===== src/rtl/fetch_sequencer.sv =====
// fetch_sequencer: PC controller that runs the instruction ROM from a start request to a HALT opcode.
module fetch_sequencer #(
    parameter int           D          = 12,
    parameter logic [D-1:0] START_ADDR = '0,
    parameter logic [8:0]   HALT_CODE  = 9'b111111111,
    parameter int           OFS_W      = 8,
    parameter int           CNT_W      = 16
) (
    input  logic             clk,
    input  logic             reset_n,
    input  logic             start,
    input  logic [8:0]       mach_code,
    input  logic             stall,
    input  logic             jump_en,
    input  logic [D-1:0]     jump_target,
    input  logic             branch_taken,
    input  logic [OFS_W-1:0] branch_ofs,
    output logic [D-1:0]     prog_ctr,
    output logic             fetch_valid,
    output logic             done,
    output logic [CNT_W-1:0] cycle_cnt
);
    typedef enum logic [1:0] {IDLE, RUN, DONE} state_t;
    state_t           state_q, state_d;
    logic [D-1:0]     pc_q, pc_d;
    logic [CNT_W-1:0] cnt_q, cnt_d;
    logic             done_q, done_d;
    logic [D-1:0]     ofs_ext;
    assign ofs_ext = {{(D-OFS_W){branch_ofs[OFS_W-1]}}, branch_ofs};
    always_comb begin
        state_d = state_q;
        pc_d    = pc_q;
        cnt_d   = cnt_q;
        done_d  = done_q;
        if (state_q != RUN) begin
            if (start) begin
                state_d = RUN;
                pc_d    = START_ADDR;
                cnt_d   = '0;
                done_d  = 1'b0;
            end
        end else begin
            // counter saturates so a runaway program still reports a sane value
            cnt_d = (cnt_q == '1) ? cnt_q : cnt_q + CNT_W'(1);
            if (mach_code == HALT_CODE) begin
                state_d = DONE;
                done_d  = 1'b1;
            end else begin
                pc_d = stall        ? pc_q :
                       jump_en      ? jump_target :
                       branch_taken ? pc_q + ofs_ext :
                                      pc_q + D'(1);
            end
        end
    end
    always_ff @(posedge clk or negedge reset_n) begin
        if (!reset_n) begin
            state_q <= IDLE;
            pc_q    <= START_ADDR;
            cnt_q   <= '0;
            done_q  <= 1'b0;
        end else begin
            state_q <= state_d;
            pc_q    <= pc_d;
            cnt_q   <= cnt_d;
            done_q  <= done_d;
        end
    end
    assign prog_ctr    = pc_q;
    assign fetch_valid = (state_q == RUN);
    assign done        = done_q;
    assign cycle_cnt   = cnt_q;
endmodule


===== config.mk =====
export PLATFORM = sky130hd
export DESIGN_NAME = fetch_sequencer
export DESIGN_NICKNAME = d
export VERILOG_FILES = /design/src/rtl/fetch_sequencer.sv
export SDC_FILE = /design/constraint.sdc
export NUM_CORES = 1
export LEC_CHECK = 0
export ABC_AREA = 0
export BUFFER_PORTS_ARGS = -buffer_cell sky130_fd_sc_hd__buf_2
export CAP_MARGIN = 20
export CORE_ASPECT_RATIO = 0.5
export CORE_MARGIN = 3
export CORE_UTILIZATION = 52
export DETAILED_ROUTE_END_ITERATION = 16
export HOLD_SLACK_MARGIN = 0.12
export PLACE_DENSITY = 0.84
export SLEW_MARGIN = 20
export SYNTH_ARGS = -nofsm -noshare
export SYNTH_HDL_FRONTEND = slang
export SYNTH_SLANG_ARGS = --single-unit

===== constraint.sdc =====
create_clock -name clk -period 2.8 [get_ports clk]
set_input_delay 0.28 -clock clk [delete_from_list [all_inputs] [get_ports clk]]
set_output_delay 0.28 -clock clk [all_outputs]
set_load 0.03 [all_outputs]

Word level (Yosys, flattened, before mapping)

Cells that the tools add are included.

Bits in registers: 31
Input port bits: 35
Output and inout port bits: 30
Word-level logic and storage cells: 34

Add/subtract/negate cells: 3
Equal/unequal tests: 8
Mux-type cells: 15
Reduce and logical (&&, ||, !) cells: 4

Operator list:

| kind                    | count |
|---|---|
| $mux W12                | 6 |
| $mux W16                | 3 |
| $add A16 B1 Y16 const B | 1 |
| $eq A16 B16 Y1 const B  | 1 |
| $add A12 B1 Y12 const B | 1 |
| $add A12 B12 Y12        | 1 |
| $eq A9 B9 Y1 const B    | 1 |
| $mux W2                 | 3 |
| $ne A2 B2 Y1 const B    | 3 |
| $ne A2 B1 Y1 const B    | 2 |
| $reduce_and A2 Y1       | 2 |
| $mux W1                 | 3 |
| $reduce_and A3 Y1       | 1 |
| $eq A2 B1 Y1 const B    | 1 |
| $reduce_bool A2 Y1      | 1 |

Longest topological paths before layout

Gate-level depths: netlist of the first run.

Depth after elaboration: 6
Mapped depth: 11
Mapped depth without buffers: 10

Worst setup path before layout of the first run

No wires, ideal clock.

Kind: input-to-reg
Start point: input port branch_taken
End point: register pc_q[8], in the netlist prog_ctr[8]
Library setup time: 0.124 ns
Data arrival time: 2.134 ns
Path slack: 0.542 ns
Stages on the path: 11
Path buffers: 1
Cells stage by stage: clkbuf_1 -> nand2b_1 -> ha_1 -> inv_1 -> fa_1 -> nor2b_1 -> o31a_1 -> o41ai_2 -> mux2i_1 -> nor4b_1 -> a211o_1

Word-level cells in the longest chain between the ends: 5

Ends and longest elaborated chain:

| item                 | line | RTL |
|---|---|---|
| start, declared      | 16   | `input logic branch_taken,` |
| $mux W12             | 51   | `branch_taken ? pc_q + ofs_ext :` |
| $mux W12             | 50   | `jump_en ? jump_target :` |
| $mux W12             | 49   | `pc_d = stall ? pc_q :` |
| $mux W12             | 45   | `if (mach_code == HALT_CODE) begin` |
| $mux W12             | 35   | `if (state_q != RUN) begin` |
| end signal, assigned | 64   | `pc_q <= pc_d;` |
| end, declared        | 25   | `logic [D-1:0] pc_q, pc_d;` |

No other way between the ends. The select of a mux whose other input is x is not followed.
A chain may end at the register's enable or synchronous reset.

Final worst setup path of the first run

Start point: register pc_q[0], in the netlist prog_ctr[0]
End point: register pc_q[8], in the netlist prog_ctr[8]

Word-level cells in the longest chain between the ends: 6

Ends and longest elaborated chain:

| item                                                       | line |
|---|---|
| $add A12 B1 Y12 / $add A12 B12 Y12 (equally long branches) | 52, 51 |
| $mux W12 (*)                                               | 51 |
| $mux W12 (*)                                               | 50 |
| $mux W12 (*)                                               | 49 |
| $mux W12 (*)                                               | 45 |
| $mux W12 (*)                                               | 35 |

Every way passes the cells marked *; elsewhere a longest branch is shown, timed or not. The select of a mux whose other input is x is not followed.

==> results of run 1 <==
## cell usage in the layout (no fill, tap or decap), types with 8 or more instances in the layout
| cell type | Yosys | final |
|---|---|---|
| dfrtp_1 | 30 | 30 |
| nor3_1 | 9 | 9 |
| nand3_1 | 14 | 14 |
| nor2_1 | 19 | 19 |
| buf_2 | 3 | 64 |
| and2_1 | 8 | 8 |
| o21ai_1 | 8 | 8 |
| a21oi_1 | 20 | 20 |
| nand2_1 | 26 | 26 |
| ha_1 | 8 | 8 |
| o21ai_0 | 10 | 10 |
## power groups by stage
stage | combinational [mW] | sequential [mW] | clock [mW]
final | 0.704 | 0.662 | 0.567
after global routing | 0.761 | 0.674 | 0.597
after CTS | 0.706 | 0.658 | 0.565
after detailed placement | 0.695 | 0.663 | 0
after global placement | 0.670 | 0.655 | 0
after floorplan | 0.337 | 0.809 | 0
## stage by stage
stage               total power [mW]  setup WS [ns]
detailed placement              1.36          0.363
CTS                             1.93          0.462
finish                          1.93          0.455
floorplan                       1.15          0.542
global route                    2.03          0.339
global placement                1.33          0.490
## critical path, cell delays in order (launching register included)
cell and delay (ns):
dfrtp_1 0.37, ha_1 0.22, inv_1 0.07, fa_1 0.41, nor2b_1 0.25, o31a_1 0.25
o41ai_2 0.09, mux2i_1 0.20, nor4b_1 0.08, a211o_1 0.29
## cell families (layout without fill, tap and decap cells)
group / after synthesis / after routing
xor gates and xnor gates: 9 / 9
muxes: 6 / 6
DFF: 30 / 30
AOI/OAI and AO/OA: 70 / 70
buffers and inverters: 18 / 79
adders and majority gates: 9 / 9
and+or+nand+nor: 106 / 106
## sequential cells by signal, indices dropped and copies added (netlist names)
name	count
cycle_cnt	16
state_q	2
prog_ctr	12
## area by class of cell
| class | count | area share |
|---|---|---|
| clock buffers | 6 | 0.0317 |
| clock inverters | 2 | 0.0231 |
| inverters | 6 | 0.00865 |
| multi-input cells | 200 | 0.497 |
| flip-flops and latches | 30 | 0.288 |
| well taps | 51 | 0.0245 |
| repair buffers | 65 | 0.127 |
## metal layers
metal  share of wire  global-route usage  wire [um]  up-vias
li1                -                   -          -     1038
met1            0.44               0.296       2490      991
met2            0.49               0.422       2810       72
met3           0.063              0.0662        362        6
met4          0.0082              0.0802         47        0
met5               0                   0          0        -
## repair_timing
item | 4_1_cts | 5_1_grt
endpoints found under the setup margin | 0 | 0
hold buffers | 1 | 0
buffers inserted | 0 | 0
endpoints found under the hold margin | 30 | 0
## path summary, 6_finish.rpt
kind	startpoint	endpoint	slack, ns	depth (start not counted)
worst min-delay path	start	state_q[1]	0.23	2
max in group asynchronous	reset_n	cycle_cnt[8]	1.76	2
worst min register to register	state_q[0]	state_q[0]	0.52	1
min in group asynchronous	reset_n	cycle_cnt[2]	0.58	2
worst max register to register	prog_ctr[0]	prog_ctr[8]	0.46	9
worst max-delay path	prog_ctr[0]	prog_ctr[8]	0.46	9
==> impl_metrics.ini, run 1 <==
[route]
ant_nets = 0
route.detailed.drc = 0
routed_wl_um = 5710
drtIter0Drc = 94
num_vias = 2107
post_drt_wl_per_cell_um = 15.9
firstDrtPassIters = 4
vias_per_cell = 5.85

[clock_network]
clkLatencyLatePin_ns = 0.29
clock-sinks = 30
clkTransAtPathRegs_ns = 0.07
tritoncts = built
clockRootBuffer = clkbuf_8
numCtsBuffers = 5
htreeDepth = 2
cts_buffer_depth = 2
cts_resized = 0

[yosys]
ys_async_sr_fraction = 1.00
synth_edf_count = 0
synth_xor_area_frac = 0.0373
synth_flop_cell = dfrtp_1
yosysWarnings = 0
syn_area_mm2 = 0.00212
syn-num-nets = 292
syn_avg_cell_area_um2 = 8.53
synthAdderAreaFrac = 0.0568
synth_top_area_frac = 0.355
synth_simple_gate_area_frac = 0.261
muxShareOfSynthArea = 0.0284
synth_compound_area_frac = 0.228
ys_ff_latch = 30
yosys.area.top_type = dfrtp_1
synth_cells = 248
synth_top_family_by_area = simple AND/OR/NAND/NOR gates
yosysUniqueCellTypes = 53
synth_area_leaders = dfrtp_1 35%, a21oi_1 4.7%, ha_1 4.7%
yosysMostFrequentCell = dfrtp_1
ys_top_cells_by_count = 30 x dfrtp_1, 26 x nand2_1, 20 x a21oi_1
yosysSeqAreaShare = 0.355

[critical_path]
cp_max_fo = 4
cp_data_arrival_time_ns = 2.52
worstSetupStartpointType = flop
crit_required_ns = 2.98
worstSetupEndpointType = flop
worstSetupPathType = reg2reg

[layout]
fill_cells = 293
nets = 352
antenna_cells = 0
regArea_um2 = 751
area.growth.synth_to_final_pct = 23.1
multiInputGateArea_mm2 = 0.00129
drive_above_1_share = 0.262
stdcell_area_mm2 = 0.00260
fin_cells = 360
fin_util = 0.711

[placement]
io_buffer_count = 64
place.gp.congestion = 0.869
placed_area_mm2 = 0.00245
place.detailed.hpwl_um = 4030
placed_cells = 351

[floorplan]
die-area_mm2 = 0.00492
coreArea_mm2 = 0.00366
row_count = 15
io_pins = 65
initial_core_util = 0.578
die_y_um = 51.1
die_w_um = 96.2

[grt]
grt_pass1_vias = 2013
antenna_found_initial = 0
track_usage = 0.244
grt_pass1_wl_um = 9270
grt_overflow = 0
grt_max_degree = 31

[timing]
min_period_ns = 2.34
setup_viol = 0
fin_skew_ns = 0.00554
hold_violations = 0
fmax_mhz = 426
setup_tns_ns = 0
worst-slew-pin-transition_ns = 0.708
post-route-period-util = 0.837
hold_ws_ns = 0.228
relSlewSlack = 0.528
maxSlewViolCount = 0
rsz0062_at_grt = no

[pwr]
swShare = 0.399
internal_power_mw = 1.16
p_clk_frac = 0.293
power_switching_mw = 0.771
ir_drop_uv = 515
p_leak_nw = 1.24
seq_power_share = 0.343
powerDensity_mw_per_mm2 = 742
pwr-share-comb = 0.364

[flow_run]
maxCapViolations = 0

[worst_hold_path]
hold_path.class = in2reg

[run_status]
status = finished, final reports clean
Power figures use the tool's default switching activity.
==> run 2, diff against run 1 <==
CORE_UTILIZATION = 47   (was 52)
PLACE_DENSITY = 0.8   (was 0.84)
clock period = 2 ns   (was 2.8 ns; I/O delays follow)
==> impl_metrics.ini, run 2 (synthesis results as in run 1) <==
[critical_path]
critPathBufInv = 1
cp_data_arrival_time_ns = 2.33
worstSetupPathType = reg2reg
cp_max_fo = 2
critical-path-max-stage-delay_ns = 0.43
cpMaxStageDelayCell = dfrtp_2
critPathTopFamily = compound AO/OA/AOI/OAI gates
worstSetupStartpointType = flop
crit_required_ns = 2.17
worstSetupEndpointType = flop
crit_chain = ha_4, inv_2, fa_2, nor2b_2, o31a_1, o41ai_2, mux2i_1, nor4b_1, a211o_1

[timing]
setup_viol = 6
setup_slack_ns = -0.151
fin_skew_ns = 0.00558
relSlewSlack = 0.527
hold_ws_ns = 0.130
rsz0062_at_grt = yes
post-route-period-util = 1.08
worst-slew-pin-transition_ns = 0.710
maxSlewViolCount = 0
min_period_ns = 2.15
fmax_mhz = 465
hold_violations = 0

[grt]
track_usage = 0.224
globalRouteMet1Util = 0.264
grt_pass1_vias = 2087
antenna_found_initial = 0
grt_pass1_wl_um = 9400
grt_max_degree = 31
grt_overflow = 0
top_usage_layer = met2
grt.met2_usage = 0.415
grt_util_met3 = 0.0487

[worst_hold_path]
hold_path.class = in2reg

[layout]
area.growth.synth_to_final_pct = 36.1
drive_above_1_share = 0.382
largest_register_ffs = 16
final_common_cell = buf_2
final_cell_mix = 64 x buf_2, 25 x nand2_1, 25 x dfrtp_1, 25 x buf_4
nets = 378
fin_cells = 389
antenna_cells = 0

[route]
vias_per_cell = 5.69
firstDrtPassIters = 4
routed_wl_um = 5780
ant_nets = 0
drtIter0Drc = 87
post_drt_wl_per_cell_um = 14.8
num_vias = 2215
route.detailed.drc = 0

[run_status]
violations = setup timing
status = complete, but fails checks

[placement]
dpl_worst_slack_ns = -0.217
placed_cells = 374
io_buffer_count = 64
place.gp.congestion = 0.880
place.detailed.hpwl_um = 4200

[clock_network]
clockRootBuffer = clkbuf_8
clock-sinks = 30
clkTransAtPathRegs_ns = 0.07
numCtsBuffers = 5
htreeDepth = 2
cts_buffer_depth = 2
tritoncts = built
clkLatencyLatePin_ns = 0.29

[pwr]
powerDensity_mw_per_mm2 = 902
p_leak_nw = 1.35
ir_drop_uv = 534

[flow_run]
maxCapViolations = 0

[floorplan]
die-area_mm2 = 0.00539
initial_core_util = 0.516
io_pins = 65
die_w_um = 101
coreArea_mm2 = 0.00410
die_y_um = 53.4
row_count = 16
==> run 2: stage by stage <==
step	TNS [ns]	power [mW]	instance area [um2]	util
3_3_place_gp	-0.400	1.96	2680	0.653
4_1_cts	-0.447	2.56	2810	0.684
5_1_grt	-0.965	2.77	2880	0.702
2_1_floorplan	-0.159	1.64	2200	-
6_report	-0.405	2.60	2880	0.702
3_5_place_dp	-0.948	2.00	2680	0.653
==> run 2: path summary, 6_finish.rpt <==
check                             from          end  slack [ns]  cells after the start
max in group asynchronous      reset_n  prog_ctr[0]        1.01                      2
min reg2reg                 state_q[0]   state_q[0]        0.50                      1
max                        prog_ctr[0]  prog_ctr[8]       -0.15                      9
min in group asynchronous      reset_n  prog_ctr[3]        0.50                      2
max reg2reg                prog_ctr[0]  prog_ctr[8]       -0.15                      9
min                              start   state_q[1]        0.13                      2
==> run 2: what timing repair did <==
action | in CTS | in global routing
hold endpoints to repair | 30 | 0
setup endpoints to repair | 7 | 9
gates resized for setup | 1 | 11
hold buffers | 1 | 0
buffers inserted | 3 | 3
pin swaps | 3 | 2
==> run 2: per-layer routing <==
| layer | vias to the layer above | routed length, um |
|---|---|---|
| li1 | 1089 | - |
| met3 | 6 | 331 |
| met5 | - | 0 |
| met4 | 0 | 52 |
| met2 | 50 | 2980 |
| met1 | 1070 | 2410 |
==> run 2: area by class of cell <==
cell class | count | area (um2)
clock buffer | 6 | 82.6
multi-input combinational | 200 | 1410
fill | 332 | 1220
timing repair buffer | 91 | 529
sequential | 30 | 757
clock inverter | 2 | 12.5
inverter | 6 | 22.5
tap | 54 | 67.6
==> run 2: where the power goes <==
| part | internal, mW | total, mW | switching [mW] |
|---|---|---|---|
| sequential | 0.741 | 0.935 | 0.194 |
| combinational | 0.471 | 1.13 | 0.659 |
| clock | 0.276 | 0.531 | 0.255 |
| total | 1.49 | 2.60 | 1.11 |
==> run 3, diff against run 2 <==
MAX_ROUTING_LAYER = met4   (was unset)
==> impl_metrics.ini, run 3 (synthesis results as in run 1) <==
[placement]
dpl_worst_slack_ns = -0.217
io_buffer_count = 64
place.gp.congestion = 0.895
place.detailed.hpwl_um = 4200

[clock_network]
clkTransAtPathRegs_ns = 0.07
clock-sinks = 30
htreeDepth = 2
numCtsBuffers = 5
clkLatencyLatePin_ns = 0.29
tritoncts = built
cts_buffer_depth = 2
clockRootBuffer = clkbuf_8

[worst_hold_path]
hold_depth = 2
hold_path.class = in2reg

[timing]
fin_skew_ns = 0.00569
worst-slew-pin-transition_ns = 0.711
hold_violations = 0
setup_slack_ns = -0.154
rsz0062_at_grt = yes
maxSlewViolCount = 0
post-route-period-util = 1.08
min_period_ns = 2.15
hold_ws_ns = 0.129
relSlewSlack = 0.526
fmax_mhz = 464
setup_viol = 6

[critical_path]
worstSetupPathType = reg2reg
worstSetupStartpointType = flop
cpMaxStageDelayCell = dfrtp_2
crit_chain = ha_4, inv_2, fa_2, nor2b_2, o31a_1, o41ai_2, mux2i_1, nor4b_1, a211o_1
critical-path-max-stage-delay_ns = 0.43
worstSetupEndpointType = flop
reg2reg_depth = 9
cp_max_fo = 2
crit_required_ns = 2.17
cp_data_arrival_time_ns = 2.33

[layout]
nets = 378
area.growth.synth_to_final_pct = 36.1
drive_above_1_share = 0.382
largest_register_ffs = 16
final_common_cell = buf_2
antenna_cells = 0
final_cell_mix = 64 x buf_2, 25 x nand2_1, 25 x dfrtp_1, 25 x buf_4

[route]
firstDrtPassIters = 4
post_drt_wl_per_cell_um = 14.9
route.detailed.drc = 0
vias_per_cell = 5.68
ant_nets = 0
num_vias = 2211
routed_wl_um = 5800
drtIter0Drc = 91

[pwr]
p_leak_nw = 1.35
powerDensity_mw_per_mm2 = 901
ir_drop_uv = 535

[floorplan]
die_y_um = 53.4
row_count = 16
die-area_mm2 = 0.00539
coreArea_mm2 = 0.00410
io_pins = 65
initial_core_util = 0.516
die_w_um = 101

[grt]
grt_pass1_wl_um = 9380
antenna_found_initial = 0
track_usage = 0.230
grt_pass1_vias = 2094
grt_overflow = 0
grt_max_degree = 31

[flow_run]
maxCapViolations = 0

[run_status]
status = complete, but fails checks
violations = setup timing
## run 3: final cells by class
type                       instances  area [um2]
multi-input combinational        200        1410
fill                             332        1220
sequential                        30         757
timing repair buffer              91         529
clock buffer                       6        82.6
tap                               54        67.6
inverter                           6        22.5
clock inverter                     2        12.5
## run 3: through the flow
step / power (mW) / std cells / utilization / setup TNS [ns] / cell area [um2]
floorplan: 1.64 / 248 / - / -0.159 / 2200
global placement: 1.96 / 374 / 0.653 / -0.400 / 2680
detailed placement: 2.00 / 374 / 0.653 / -0.948 / 2680
CTS: 2.56 / 386 / 0.684 / -0.447 / 2810
global route: 2.77 / 389 / 0.702 / -0.965 / 2880
finish: 2.60 / 389 / 0.702 / -0.413 / 2880
## run 3: repair_timing
item                                    CTS  global route
resized for setup                         1            11
gates cloned                              0             0
hold endpoints to repair                 30             0
pin swaps                                 3             2
endpoints found under the setup margin    7             9
hold buffers                              1             0
setup buffers                             3             3
## run 3: routing by layer
layer | up-vias | routed length, um | track usage
met5 | - | 0 | -
met4 | 0 | 50 | 0.0671
met3 | 6 | 358 | 0.0487
met2 | 58 | 3000 | 0.415
met1 | 1063 | 2390 | 0.262
li1 | 1084 | - | -
## run 3: final timing paths
| kind | start | to | slack, ns |
|---|---|---|---|
| hold reg to reg | state_q[0] | state_q[0] | 0.50 |
| max in group asynchronous | reset_n | prog_ctr[0] | 1.00 |
| min in group asynchronous | reset_n | prog_ctr[3] | 0.50 |
| setup reg to reg | prog_ctr[0] | prog_ctr[8] | -0.15 |
| setup / recovery | prog_ctr[0] | prog_ctr[8] | -0.15 |
| hold / removal | start | state_q[1] | 0.13 |
## run 3: where the power goes
part	switching, mW	internal [mW]
Combinational	0.659	0.471
Sequential	0.194	0.741
Clock	0.253	0.276
## run 3: worst max-delay path: cells and delay by family, from the launching register on
kind,cells,cell delay (ns)
AO/OA/AOI/OAI,3,0.79
flip-flops,1,0.43
adder cells (fa/ha/maj),2,0.36
multiplexers,1,0.27
AND/OR/NAND/NOR,2,0.13
buffers and inverters,1,0.05
